## src/rtl/mem_arb_pkg.sv

```systemverilog
// Shared types and constants for the memory port arbiter: FSM states,
// access owner and the byte-enable patterns that select the write flavour.
package mem_arb_pkg;

  typedef enum logic [1:0] {
    IDLE   = 2'd0,
    RD_RET = 2'd1,
    RMW_RD = 2'd2
  } state_e;

  typedef enum logic {
    OWN_CPU = 1'b0,
    OWN_DBG = 1'b1
  } owner_e;

  localparam logic [3:0] BE_FULL = 4'hF;
  localparam logic [3:0] BE_NONE = 4'h0;

endpackage

```

## src/rtl/byte_merge.sv

```systemverilog
// Byte-lane merge for read-modify-write: lanes with be=1 come from the new
// word, the remaining lanes keep the old memory contents.
module byte_merge (
  input  logic [31:0] old_word,
  input  logic [31:0] new_word,
  input  logic [3:0]  be,
  output logic [31:0] merged
);

  always_comb begin
    merged = old_word;
    for (int i = 0; i < 4; i++) begin
      if (be[i]) merged[8*i +: 8] = new_word[8*i +: 8];
    end
  end

endmodule

```

## src/rtl/mem_port_arbiter.sv

```systemverilog
// Arbitrates a single-port synchronous-read memory between the CPU and the
// debug/loader port, with atomic RMW for partial writes and debug anti-starvation.
module mem_port_arbiter
  import mem_arb_pkg::*;
#(
  parameter int STARVE_LIMIT = 8
) (
  input  logic        clk,
  input  logic        reset,
  input  logic        cpu_req,
  input  logic        cpu_we,
  input  logic [3:0]  cpu_be,
  input  logic [31:0] cpu_addr,
  input  logic [31:0] cpu_wdata,
  output logic        cpu_gnt,
  output logic        cpu_rvalid,
  output logic [31:0] cpu_rdata,
  input  logic        dbg_req,
  input  logic        dbg_we,
  input  logic [3:0]  dbg_be,
  input  logic [31:0] dbg_addr,
  input  logic [31:0] dbg_wdata,
  output logic        dbg_gnt,
  output logic        dbg_rvalid,
  output logic [31:0] dbg_rdata,
  output logic [31:0] mem_addr,
  output logic        mem_rd,
  output logic        mem_wr,
  output logic [31:0] mem_wdata,
  input  logic [31:0] mem_rdata
);

  localparam int CW = $clog2(STARVE_LIMIT + 1);

  state_e         state;
  owner_e         owner;
  logic [31:0]    lat_addr;
  logic [31:0]    lat_wdata;
  logic [3:0]     lat_be;
  logic [CW-1:0]  starve;

  logic           starved;
  logic           accept;
  logic           pick_dbg;
  logic           sel_we;
  logic [3:0]     sel_be;
  logic [31:0]    sel_addr;
  logic [31:0]    sel_wdata;
  logic [31:0]    merged;

  byte_merge u_merge (
    .old_word (mem_rdata),
    .new_word (lat_wdata),
    .be       (lat_be),
    .merged   (merged)
  );

  // Reset gates the Mealy path so a request held through reset sees no grant.
  always_comb begin
    starved   = (starve == CW'(STARVE_LIMIT));
    accept    = !reset && (state == IDLE) && (cpu_req || dbg_req);
    pick_dbg  = dbg_req && (!cpu_req || starved);
    sel_we    = pick_dbg ? dbg_we    : cpu_we;
    sel_be    = pick_dbg ? dbg_be    : cpu_be;
    sel_addr  = (pick_dbg ? dbg_addr : cpu_addr) & ~32'h3;
    sel_wdata = pick_dbg ? dbg_wdata : cpu_wdata;
  end

  always_comb begin
    cpu_gnt    = 1'b0;
    dbg_gnt    = 1'b0;
    cpu_rvalid = 1'b0;
    dbg_rvalid = 1'b0;
    cpu_rdata  = 32'h0;
    dbg_rdata  = 32'h0;
    mem_addr   = 32'h0;
    mem_rd     = 1'b0;
    mem_wr     = 1'b0;
    mem_wdata  = 32'h0;
    case (state)
      IDLE: begin
        if (accept) begin
          cpu_gnt = !pick_dbg;
          dbg_gnt = pick_dbg;
          if (!sel_we) begin
            mem_rd   = 1'b1;
            mem_addr = sel_addr;
          end else if (sel_be == BE_FULL) begin
            mem_wr    = 1'b1;
            mem_addr  = sel_addr;
            mem_wdata = sel_wdata;
          end else if (sel_be != BE_NONE) begin
            mem_rd   = 1'b1;
            mem_addr = sel_addr;
          end
        end
      end
      RD_RET: begin
        if (owner == OWN_DBG) begin
          dbg_rvalid = 1'b1;
          dbg_rdata  = mem_rdata;
        end else begin
          cpu_rvalid = 1'b1;
          cpu_rdata  = mem_rdata;
        end
      end
      RMW_RD: begin
        mem_wr    = 1'b1;
        mem_addr  = lat_addr;
        mem_wdata = merged;
      end
      default: ;
    endcase
  end

  always_ff @(posedge clk or posedge reset) begin
    if (reset) begin
      state     <= IDLE;
      owner     <= OWN_CPU;
      lat_addr  <= 32'h0;
      lat_wdata <= 32'h0;
      lat_be    <= 4'h0;
    end else begin
      case (state)
        IDLE: begin
          if (accept) begin
            owner     <= pick_dbg ? OWN_DBG : OWN_CPU;
            lat_addr  <= sel_addr;
            lat_wdata <= sel_wdata;
            lat_be    <= sel_be;
            if (!sel_we)
              state <= RD_RET;
            else if (sel_be != BE_FULL && sel_be != BE_NONE)
              state <= RMW_RD;
          end
        end
        default: state <= IDLE;
      endcase
    end
  end

  // Counts consecutive arbitrations the waiting debug port lost to the CPU.
  always_ff @(posedge clk or posedge reset) begin
    if (reset)
      starve <= '0;
    else if (dbg_gnt || !dbg_req)
      starve <= '0;
    else if (state == IDLE && cpu_gnt && !starved)
      starve <= starve + CW'(1);
  end

endmodule

```

## config.mk

```make
export PLATFORM = sky130hd
export DESIGN_NAME = mem_port_arbiter
export DESIGN_NICKNAME = d
export VERILOG_FILES = /design/src/rtl/mem_arb_pkg.sv /design/src/rtl/byte_merge.sv /design/src/rtl/mem_port_arbiter.sv
export SDC_FILE = /design/constraint.sdc
export NUM_CORES = 1
export LEC_CHECK = 0
export ABC_AREA = 1
export CORE_AREA = 4 4 127 129
export DETAILED_ROUTE_END_ITERATION = 10
export DIE_AREA = 0 0 131 133
export GPL_TIMING_DRIVEN = 0
export PLACE_DENSITY = 0.78
export RECOVER_POWER = 100
export SKIP_CTS_REPAIR_TIMING = 1
export SLEW_MARGIN = 20
export SYNTH_ARGS = -nofsm -noshare
export SYNTH_HDL_FRONTEND = slang
export SYNTH_SLANG_ARGS = --single-unit
```

## constraint.sdc

```tcl
create_clock -name clk -period 2.2 [get_ports clk]
set_input_delay 0.44 -clock clk [delete_from_list [all_inputs] [get_ports clk]]
set_output_delay 0.44 -clock clk [all_outputs]
set_load 0.1 [all_outputs]
```

---- Word-level counts from Yosys, hierarchy flattened ----
Index checks and enable logic that the tools add are counted.
storage, ports and cells
  register bits ........................... 73
cells by class
  $add $sub $neg .......................... 1
  eq/ne operators ......................... 7
  mux-type cells .......................... 45
  reduce and logical (&&, ||, !) cells .... 19
operators with widths
  cell                 count
  $mux 32              13
  $pmux 32 s2          2
  $mux 8               4
  $mux 1               18
  $mux 4               3
  $eq 4x4->1 const B   2
  $mux 2               4
  $logic_and 1x1->1    6
  $logic_not 1->1      5
  $add 4x1->4 const B  1
  $ne 4x4->1 const B   1
  $reduce_and 2->1     2
  $reduce_bool 4->1    1
  $logic_or 1x1->1     3
  $ne 3x2->1 const B   1
  $eq 2x1->1 const B   1
  $eq 2x2->1 const B   1
  $logic_not 2->1      1
  $ne 2x2->1 const B   1
  $pmux 1 s2           1
  $reduce_bool 2->1    1

---- Longest topological paths before layout ----
  depth after elaboration ................. 10
  depth in mapped cells ................... 12
  depth with buffers taken out ............ 12

---- Hierarchy ----
A second synthesis with hierarchy kept.
unflattened totals
  cell total of the unflattened synthesis .. 840
  area, all modules ....................... 5,245.0 µm²
modules (own cells, without submodules)
  module            instances  cells each  area each (µm²)
  mem_port_arbiter  1          736         4,824.6
  byte_merge        1          104         420.4

---- Worst setup path before layout ----
OpenSTA, ideal clock, no wires.
  path type ............................... flip-flop to output port
  start point ............................. register state[1]
  end point ............................... output port cpu_rdata[10]
  data arrival time ....................... 3.617 ns
  setup slack ............................. -1.857 ns
  cell stages (with the launch flop) ...... 7
  cells stage by stage .................... dfrtp_1 > nor2_1 > inv_1 > nor2_1 > inv_1 > clkbuf_1 > nor2_1
on the way
  word-level cells in the longest chain between the ends .. 2
ends and longest elaborated chain
  item                      line                     text
  start: declaration        mem_port_arbiter.sv:35   state_e state;
  start signal: assignment  mem_port_arbiter.sv:118  state <= IDLE;
  start signal: assignment  mem_port_arbiter.sv:132  state <= RD_RET;
  start signal: assignment  mem_port_arbiter.sv:134  state <= RMW_RD;
  $eq 2x1->1                mem_port_arbiter.sv:80   case (state)
  $mux 32                   mem_port_arbiter.sv:80
  end: declaration          mem_port_arbiter.sv:17   output logic [31:0] cpu_rdata,
No other way between the ends.

---- Worst setup path after layout ----
  start point ............................. register starve[1]
  end point ............................... output port mem_addr[19]
on the way
  word-level cells in the longest chain between the ends .. 10
ends and longest elaborated chain
  item                      line                     text
  start: declaration        mem_port_arbiter.sv:40   logic [CW-1:0] starve;
  start signal: assignment  mem_port_arbiter.sv:149  starve <= starve + CW'(1);
  $eq 4x4->1 *              mem_port_arbiter.sv:60   starved = (starve == CW'(STARVE_LIMIT));
  $logic_or 1x1->1 *        mem_port_arbiter.sv:62   pick_dbg = dbg_req && (!cpu_req || starved);
  $logic_and 1x1->1 *       mem_port_arbiter.sv:62
  $mux 4                    mem_port_arbiter.sv:64   sel_be = pick_dbg ? dbg_be : cpu_be;
  $reduce_bool 4->1         mem_port_arbiter.sv:92   end else if (sel_be != BE_NONE) begin
  $mux 32                   mem_port_arbiter.sv:92
  $mux 32                   mem_port_arbiter.sv:88   end else if (sel_be == BE_FULL) begin
  $mux 32 *                 mem_port_arbiter.sv:85   if (!sel_we) begin
  $mux 32 *                 mem_port_arbiter.sv:82   if (accept) begin
  $pmux 32 s2 *             mem_port_arbiter.sv:80
  end: declaration          mem_port_arbiter.sv:26   output logic [31:0] mem_addr,
Every way passes the cells marked *; elsewhere a longest branch is shown, timed or not.

==> reports/metrics.yaml <==
timing:
  setup_tns_ns: -37.90
  timing.final.crit_share: 1.28
  max_freq_mhz: 354
  tightest_slew_ns: 1.04
  fin_crit_ns: 2.83
  relSlewSlack: 0.300
  hold_viol: 0
  rsz0062_at_grt: "true"
  slew_viol_final: 0
  layout_setup_ws_ns: -0.626
  setup_violations: 66
  finalClockSkew_ns: 0.00539
route:
  ant_nets: 0
  dr_total_vias: 6574
  post_drt_wl_per_cell_microns: 18.1
  drc: 0
  dr.pass1.iters: 5
  drt_iter0_markers: 338
  drt_wl_total_microns: 23500
  via_per_inst: 5.08
clock_network:
  cts_num_sinks: 73
  cts_root_buf: "clkbuf_16"
  clk_latency_ns: 0.34
  cts_buffers: 9
  clockBufferDepth: 2
  clkTransAtPathRegs_ns: 0.06
  cts-htree-levels: 3
  cts_tree: "yes"
worst_setup_path:
  cp-start-kind: "register"
  r2r_setup_slack_ns: 0.14
  regToRegEndpoint: "lat_addr[6]"
  cp.arrival_ns: 2.39
  critPathMaxFanout: 7
  reg2reg_depth: 9
  crit_required_ns: 1.76
  r2r-start: "starve[1]"
  crit_type: "reg2out"
  cp-end-kind: "primary output"
floorplan:
  die_x_microns: 131
  rows: 45
  coreArea_sq_um: 15000
  initial_core_util: 0.345
  die_h_microns: 133
  pin_count: 308
  die-area_sq_um: 17400
cells_and_area:
  area_delta_synth_final_pct: 128
  nets: 1276
  final_common_cell: "clkdlybuf4s50_1"
  fin_util: 0.786
  layout_common_cells: "clkdlybuf4s50_1 (167), inv_1 (105), nand2_1 (99)"
  drive_gt1_frac: 0.398
logic_synthesis:
  ys_ff_latch: 73
  synthTopCellsByArea: "dfrtp_1 (35%), nand2_1 (10%), inv_1 (8.1%)"
  async_reset_ff_frac: 1.00
  synthCells: 763
  yosys.area.top_type: "dfrtp_1"
  synth_warnings: 0
  synth_top_area_frac: 0.352
  ys_seq_area_frac: 0.352
  synth_cell_types: 28
  avgSynthCellArea_sq_um: 6.80
  synth-edff-count: 0
  ys.flop_type: "dfrtp_1"
  synth.cell_area_sq_um: 5190
place:
  portBuffers: 300
  place_congestion: 0.837
  place_ws_ns: -1.81
  dp_hpwl_microns: 17000
pwr:
  p_comb_frac: 0.536
  leakage_uw: 0.00505
  netSwitchingFraction: 0.437
  total_power_uw: 6850
  seqPwrFrac: 0.248
  peakVddDrop_mv: 0.486
  internal_power_uw: 3860
  cellPowerDensity_nw_per_um2: 580
  power.switching_uw: 2990
  pwr-share-clk: 0.217
run:
  drv_cap: 0
global_route:
  antenna_found_initial: 1
  grt_pass1_vias: 6304
  grt_overflow: 0
  grt_usage: 0.237
  grt_first_pass_wirelength_microns: 32700
  grt_max_degree: 28
run_status:
  outcome: "finished with violations"
  failed_checks: "setup timing"
worst_hold_path:
  min_path_cells: 3
  min-delay-start: "dbg_req"
  hold_end: "starve[1]"
  hp-class: "in2reg"
==> synthesized netlist by cell type, types with 2 or more instances <==
cell type and count:
nand2_1 141, inv_1 112, nor2_1 104, dfrtp_1 73
o21ai_0 69, a21oi_1 54, o21bai_1 50, nand3_1 41
clkbuf_1 24, a22oi_1 20, buf_2 16, buf_4 13
o211ai_1 12, a22oi_2 10, inv_2 5, nor2_2 3
nor2_4 3, ha_1 2, nand2_4 2
==> how the worst max path moves through the flow <==
stage | cells past startpoint | to | start
after detailed placement | 9 | mem_wdata[10] | cpu_req
after global routing | 14 | mem_addr[10] | starve[1]
after floorplan | 9 | mem_addr[17] | starve[0]
after global placement | 9 | mem_wdata[10] | cpu_req
final | 14 | mem_addr[19] | starve[1]
after CTS | 12 | mem_wdata[1] | starve[1]
==> state kept, by name, indices dropped and copies added (netlist names) <==
register	flops
lat_be	4
owner	1
lat_addr	30
starve	4
state	2
lat_wdata	32
==> metrics by stage <==
step                      cells  instance area (sq um)  hold slack, ns
after floorplan             764                   6640           0.460
after global placement     1252                   9880           0.485
after detailed placement   1254                   9920           0.499
after CTS                  1270                  10200           0.473
after global routing       1294                  11800           0.533
final                      1294                  11800           0.511
==> routing by layer <==
layer	global-route usage	routed length [microns]	vias up	part of all wire
li1	-	-	3142	-
met1	0.284	8870	3104	0.38
met2	0.410	12200	275	0.52
met3	0.0541	1700	53	0.072
met4	0.0851	717	0	0.031
met5	0	0	-	0
==> final cells by class <==
class	instances	area (sq um)
multi-input combinational	521	4250
timing repair buffer	324	4160
fill	944	3220
sequential	73	1830
buffer	54	584
inverter	117	450
clock buffer	10	239
tap	188	235
clock inverter	6	57.6
antenna	1	2.50
==> critical path: stages (launching register included) <==
cell       delay (ns)
dfrtp_1          0.41
inv_2            0.10
ha_4             0.14
nand3_4          0.11
nand2_8          0.13
nand2_8          0.08
nand2_1          0.10
nand2_2          0.09
nor2_4           0.14
inv_2            0.06
nor2_4           0.10
buf_12           0.16
clkbuf_16        0.17
o21bai_4         0.07
buf_12           0.17
==> kinds of logic (layout without fill, tap and decap cells) <==
logic type	after synthesis	count (layout)	synth area share
and+or+nand+nor	298	299	0.237
DFF	73	73	0.352
buffers and inverters	171	511	0.138
AOI/OAI and AO/OA	217	217	0.265
adders and majority gates	2	2	0.00482
other	1	3	0.000723
xor gates and xnor gates	1	1	0.00169
==> power groups by stage <==
stage / clock network (uW) / registers, uW / logic [uW]
after detailed placement: 0 / 1710 / 3130
after CTS: 1500 / 1690 / 3140
after global routing: 1570 / 1720 / 3860
final: 1480 / 1700 / 3670
after floorplan: 0 / 1690 / 2250
after global placement: 0 / 1700 / 3090
Power figures use the tool's default switching activity.
==> variant 1 (config.mk and constraints unchanged) <==
Register the output `dbg_rvalid`; this adds one clock of latency there. The other outputs are not delayed to match.
--- a/src/rtl/mem_port_arbiter.sv
+++ b/src/rtl/mem_port_arbiter.sv
@@ -32,4 +32,6 @@
 
   localparam int CW = $clog2(STARVE_LIMIT + 1);
+
+  logic dbg_rvalid_d;
 
   state_e         state;
@@ -71,5 +73,5 @@
     dbg_gnt    = 1'b0;
     cpu_rvalid = 1'b0;
-    dbg_rvalid = 1'b0;
+    dbg_rvalid_d = 1'b0;
     cpu_rdata  = 32'h0;
     dbg_rdata  = 32'h0;
@@ -98,5 +100,5 @@
       RD_RET: begin
         if (owner == OWN_DBG) begin
-          dbg_rvalid = 1'b1;
+          dbg_rvalid_d = 1'b1;
           dbg_rdata  = mem_rdata;
         end else begin
@@ -150,4 +152,8 @@
   end
 
+  always_ff @(posedge clk) begin
+    dbg_rvalid <= dbg_rvalid_d;
+  end
+
 endmodule
 
Function: changed (a bounded check fails within 4 cycles, from zero or initial values and one cycle with reset high).
==> variant 1 against the original RTL <==
  * The flow still finishes with violations (negative setup slack)
  * Routed wire length is 24% higher
  * Final cell count grew 2.4%
  * Synthesized area fell by 2.7%
  * Count of clock-buffer cells in the layout increased by 4
  * Maximum frequency shrank 1.7%
  * Cell area up 7.3%
  * Utilization rose by 5.7 points
  * Register-to-register slack improved by 0.07 ns
  * Sequential cell count increased by 1
  * Worst setup slack got worse by 0.048 ns
  * Hold slack worse by 0.18 ns
  * Power is 4.9% higher
==> variant 1: results (changes against the original RTL) <==
| Metric | Value |
|---|---|
| Outcome | finished with violations |
| Failing checks | negative setup slack |
| Reg-to-Reg End | lat_wdata[26]$_DFFE_PP0P_ |
| Inverter count | 88 (-25%) |
| Met2 routed WL | 14.9 mm (+22%) |
| First-pass GRT wire length | 31.9 mm (-2.6%) |
| Clk_buf instances | 14 (+4) |
| Final worst slack | -0.674 ns (-0.0478 ns) |
| Met3 usage | 4.80% (-0.61 points) |
| Combinational Power Share | 55.1% (+1.5 points) |
| Clock network fraction of total power | 20.2% (-1.5 points) |
| Met2 Usage GRT | 40.1% (-0.93 points) |
| Peak supply drop | 0.000384 V (-21%) |
| Area share of fa/ha/maj cells after synthesis | 0.496% (+0.013 points) |
| Worst setup endpoint | mem_wdata[26] |
| Final Instance Count excl. Fillers | 1325 (+2.4%) |
| Switch Pwr | 3.22 mW (+7.7%) |
| R2R depth | 8 (-1) |
| Final setup fails | 128 (+94%) |
| Asr flop ratio synth | 98.6% (-1.4 points) |
| Arr. time, crit path | 2.43 ns (+0.04 ns) |
| GRT Total Usage | 23.2% (-0.50 points) |
| Setup TNS | -49.46 ns (-11.56 ns) |
| Met1 wire length | 10.4 mm (+17%) |
| Crit-path max FO | 10 (+3) |
| Layout Utilization | 84.3% (+5.7 points) |
[variant 1: changes by cell type after synthesis, moves of 26 or more]
cell      before  now
o21bai_1      50   20
o21ai_1        1   30
nor2_1       104   78
nand2_1      141  226
o21ai_0       69   41
inv_1        112   84
[variant 1: worst min-delay path by stage]
| stage | from | end | depth (start not counted) |
|---|---|---|---|
| after CTS | dbg_req | starve[1]$_DFFE_PP0P_ | 3 |
| after global placement | lat_addr[12]$_DFFE_PP0P_ | lat_addr[12]$_DFFE_PP0P_ | 2 |
| final | reset | lat_addr[25]$_DFFE_PP0P_ | 2 |
| after detailed placement | lat_addr[15]$_DFFE_PP0P_ | lat_addr[15]$_DFFE_PP0P_ | 2 |
| after floorplan | lat_addr[13]$_DFFE_PP0P_ | lat_addr[13]$_DFFE_PP0P_ | 2 |
| after global routing | reset | lat_addr[25]$_DFFE_PP0P_ | 2 |
==> variant 2 (config.mk and constraints unchanged) <==
Made on the original files. Set the parameter `STARVE_LIMIT` to 4 (it was 8).
--- a/src/rtl/mem_port_arbiter.sv
+++ b/src/rtl/mem_port_arbiter.sv
@@ -4,5 +4,5 @@
   import mem_arb_pkg::*;
 #(
-  parameter int STARVE_LIMIT = 8
+  parameter int STARVE_LIMIT = 4
 ) (
   input  logic        clk,
Function: changed (a bounded check fails within 10 cycles, from zero or initial values and one cycle with reset high).
==> variant 2 against the original RTL <==
  * The run still ends with negative setup slack left
  * Routed wire length up 9.6%
  * Critical endpoint is now mem_addr[26]
  * Worst setup slack got worse by 0.096 ns
  * Sequential cell count down 1
  * Utilization grew 3.1 points
  * Sequential power barely moved
  * Cell area increased by 4.0%
  * Power rose by 0.77%
  * Synthesized area increased by 3.2%
==> variant 2: results (changes against the original RTL) <==
| Metric | Value |
|---|---|
| Final setup fails | 66 (unchanged) |
| Skew-Pair Late Insertion Delay | 0.34 ns (about the same) |
| Layout cell share with drive strength beyond 1 | 40.9% (+1.1 points) |
| WL final | 25.7 mm (+9.6%) |
| GRT Total Usage | 24.1% (+0.37 points) |
| Peak supply drop | 0.000354 V (-27%) |
| Failing checks | negative setup slack |
| Hold crit path type | primary input to asynchronous set/reset pin |
| DR vias | 6973 (+6.1%) |
| Largest cells by area after synthesis | dfrtp_1 34%, nor2_1 9.1%, o21ai_0 9.0% |
| Vias in the first global route | 6272 (-0.51%) |
| Largest net degree at the start of global routing | 27 (-3.6%) |
| Drt first pass iters | 7 (+2) |
| Detailed Place HPWL | 17.8 mm (+5.0%) |
| Port bufs | 300 (unchanged) |
| Max clock buf depth | 2 (unchanged) |
| Post-synthesis sequential area ratio | 33.7% (-1.5 points) |
| RD Place Congestion | 0.842 (+0.55%) |
| Htree depth | 3 (unchanged) |
| Initial antenna violation count | 1 (unchanged) |
| Worst-path clk slew | 0.06 ns (about the same) |
| Yosys cell types | 33 (+18%) |
| Fill count | 918 (-2.8%) |
| Post-DP Area | 0.0103 mm² (+3.5%) |
| DRT iter0 DRCs | 364 (+7.7%) |
| Power Sequential | 1.70 mW (about the same) |
| Biggest regs | lat_wdata: 32 flops, lat_addr: 30 flops, lat_be: 4 flops |
| Pre-CTS WS | -1.82 ns (-0.0109 ns) |
| Skew final | 0.00705 ns (+0.00167 ns) |
| YS warnings | 0 (unchanged) |
| Worst R2R Setup Slack | 0.02 ns (-0.12 ns) |
| Synth Flop Type | dfrtp_1 |
| Post-Syn Area per Cell | 6.79 µm² (-0.11%) |
| Slowest stage cell on the critical path | dfrtp_1 |
| Int Pwr | 3.86 mW (+0.15%) |
| Arr. time, crit path | 2.48 ns (+0.09 ns) |
| Root buf cell | clkbuf_16 |
| ANT cells | 0 (-1) |
| Top cells by count, synth | 130 x nor2_1, 102 x nand2_1, 96 x o21ai_0, 81 x inv_1, 72 x dfrtp_1 |
| First-pass GRT wire length | 33.2 mm (+1.5%) |
| Crit-path max FO | 6 (-1) |
| Least-Margin Pin Slew | 1.34 ns (+0.293 ns) |
| Leakage power figure | 5.10 nW (+1.0%) |
| Worst hold slack | 0.249 ns (-0.261 ns) |
| Setup TNS | -44.37 ns (-6.47 ns) |
| Final worst slack | -0.723 ns (-0.0963 ns) |
| Total Power | 6.90 mW (+0.77%) |
| Max stage delay on crit path | 0.40 ns |
| CTS Buf Count | 9 (unchanged) |
| Final Instance Count excl. Fillers | 1331 (+2.9%) |
| Asr flop ratio synth | 100% (unchanged) |
| Outcome | finished with violations |
| Delay-heaviest family, CP | buffers and inverters |
| Clock network fraction of total power | 21.6% |
variant 2: changes by cell type in the layout (fill, tap and decap cells not counted), moves of 16 or more:
cell      before  now
a22oi_2       19    0
buf_6         42   26
inv_1        105   77
o211ai_1      12   31
o21ai_0       69   91
o21bai_1      20    1
o21ai_1        0   31
nand2_1       99   63
nor2_1        35   60
or2_2          0   47
variant 2: path summary, 6_finish.rpt:
kind | start | to | cells past startpoint
min in group clk | dbg_req | starve[2]$_DFFE_PP0P_ | 3
worst max register to register | state[1]$_DFFE_PP0P_ | lat_addr[12]$_DFFE_PP0P_ | 6
worst min-delay path | reset | lat_wdata[13]$_DFFE_PP0P_ | 2
max in group asynchronous | reset | lat_addr[21]$_DFFE_PP0P_ | 4
worst min register to register | lat_wdata[4]$_DFFE_PP0P_ | lat_wdata[4]$_DFFE_PP0P_ | 2
worst max-delay path | starve[0]$_DFFE_PP0P_ | mem_addr[26] | 13
variant 2: layer usage:
metal,track usage [%],part of all wire [%],vias up
met1,28.3,37,3365
met5,0,0.051,-
met2,41.6,53,299
li1,-,-,3262
met4,6.57,2.3,2
met3,7.83,8.0,45
variant 2: kinds of logic (layout without fill, tap and decap cells):
logic type | after synthesis | in the layout | share of synthesized area [%]
fa+ha+maj | 2 | 2 | 0.467
buf+inv | 144 | 498 | 12.3
other cells | 1 | 2 | 0.0701
compound gates | 221 | 221 | 23.9
simple gates | 348 | 348 | 29.6
flops | 72 | 72 | 33.7
variant 2: area by class of cell:
type | instances | area, µm² | share of cell area, %
timing repair buffer | 339 | 4430 | 36.1
clock buffer | 11 | 243 | 1.98
clock inverter | 4 | 45.0 | 0.367
sequential | 72 | 1800 | 14.7
multi-input combinational | 573 | 4580 | 37.3
inverter | 85 | 330 | 2.69
buffer | 59 | 611 | 4.97
tap | 188 | 235 | 1.92
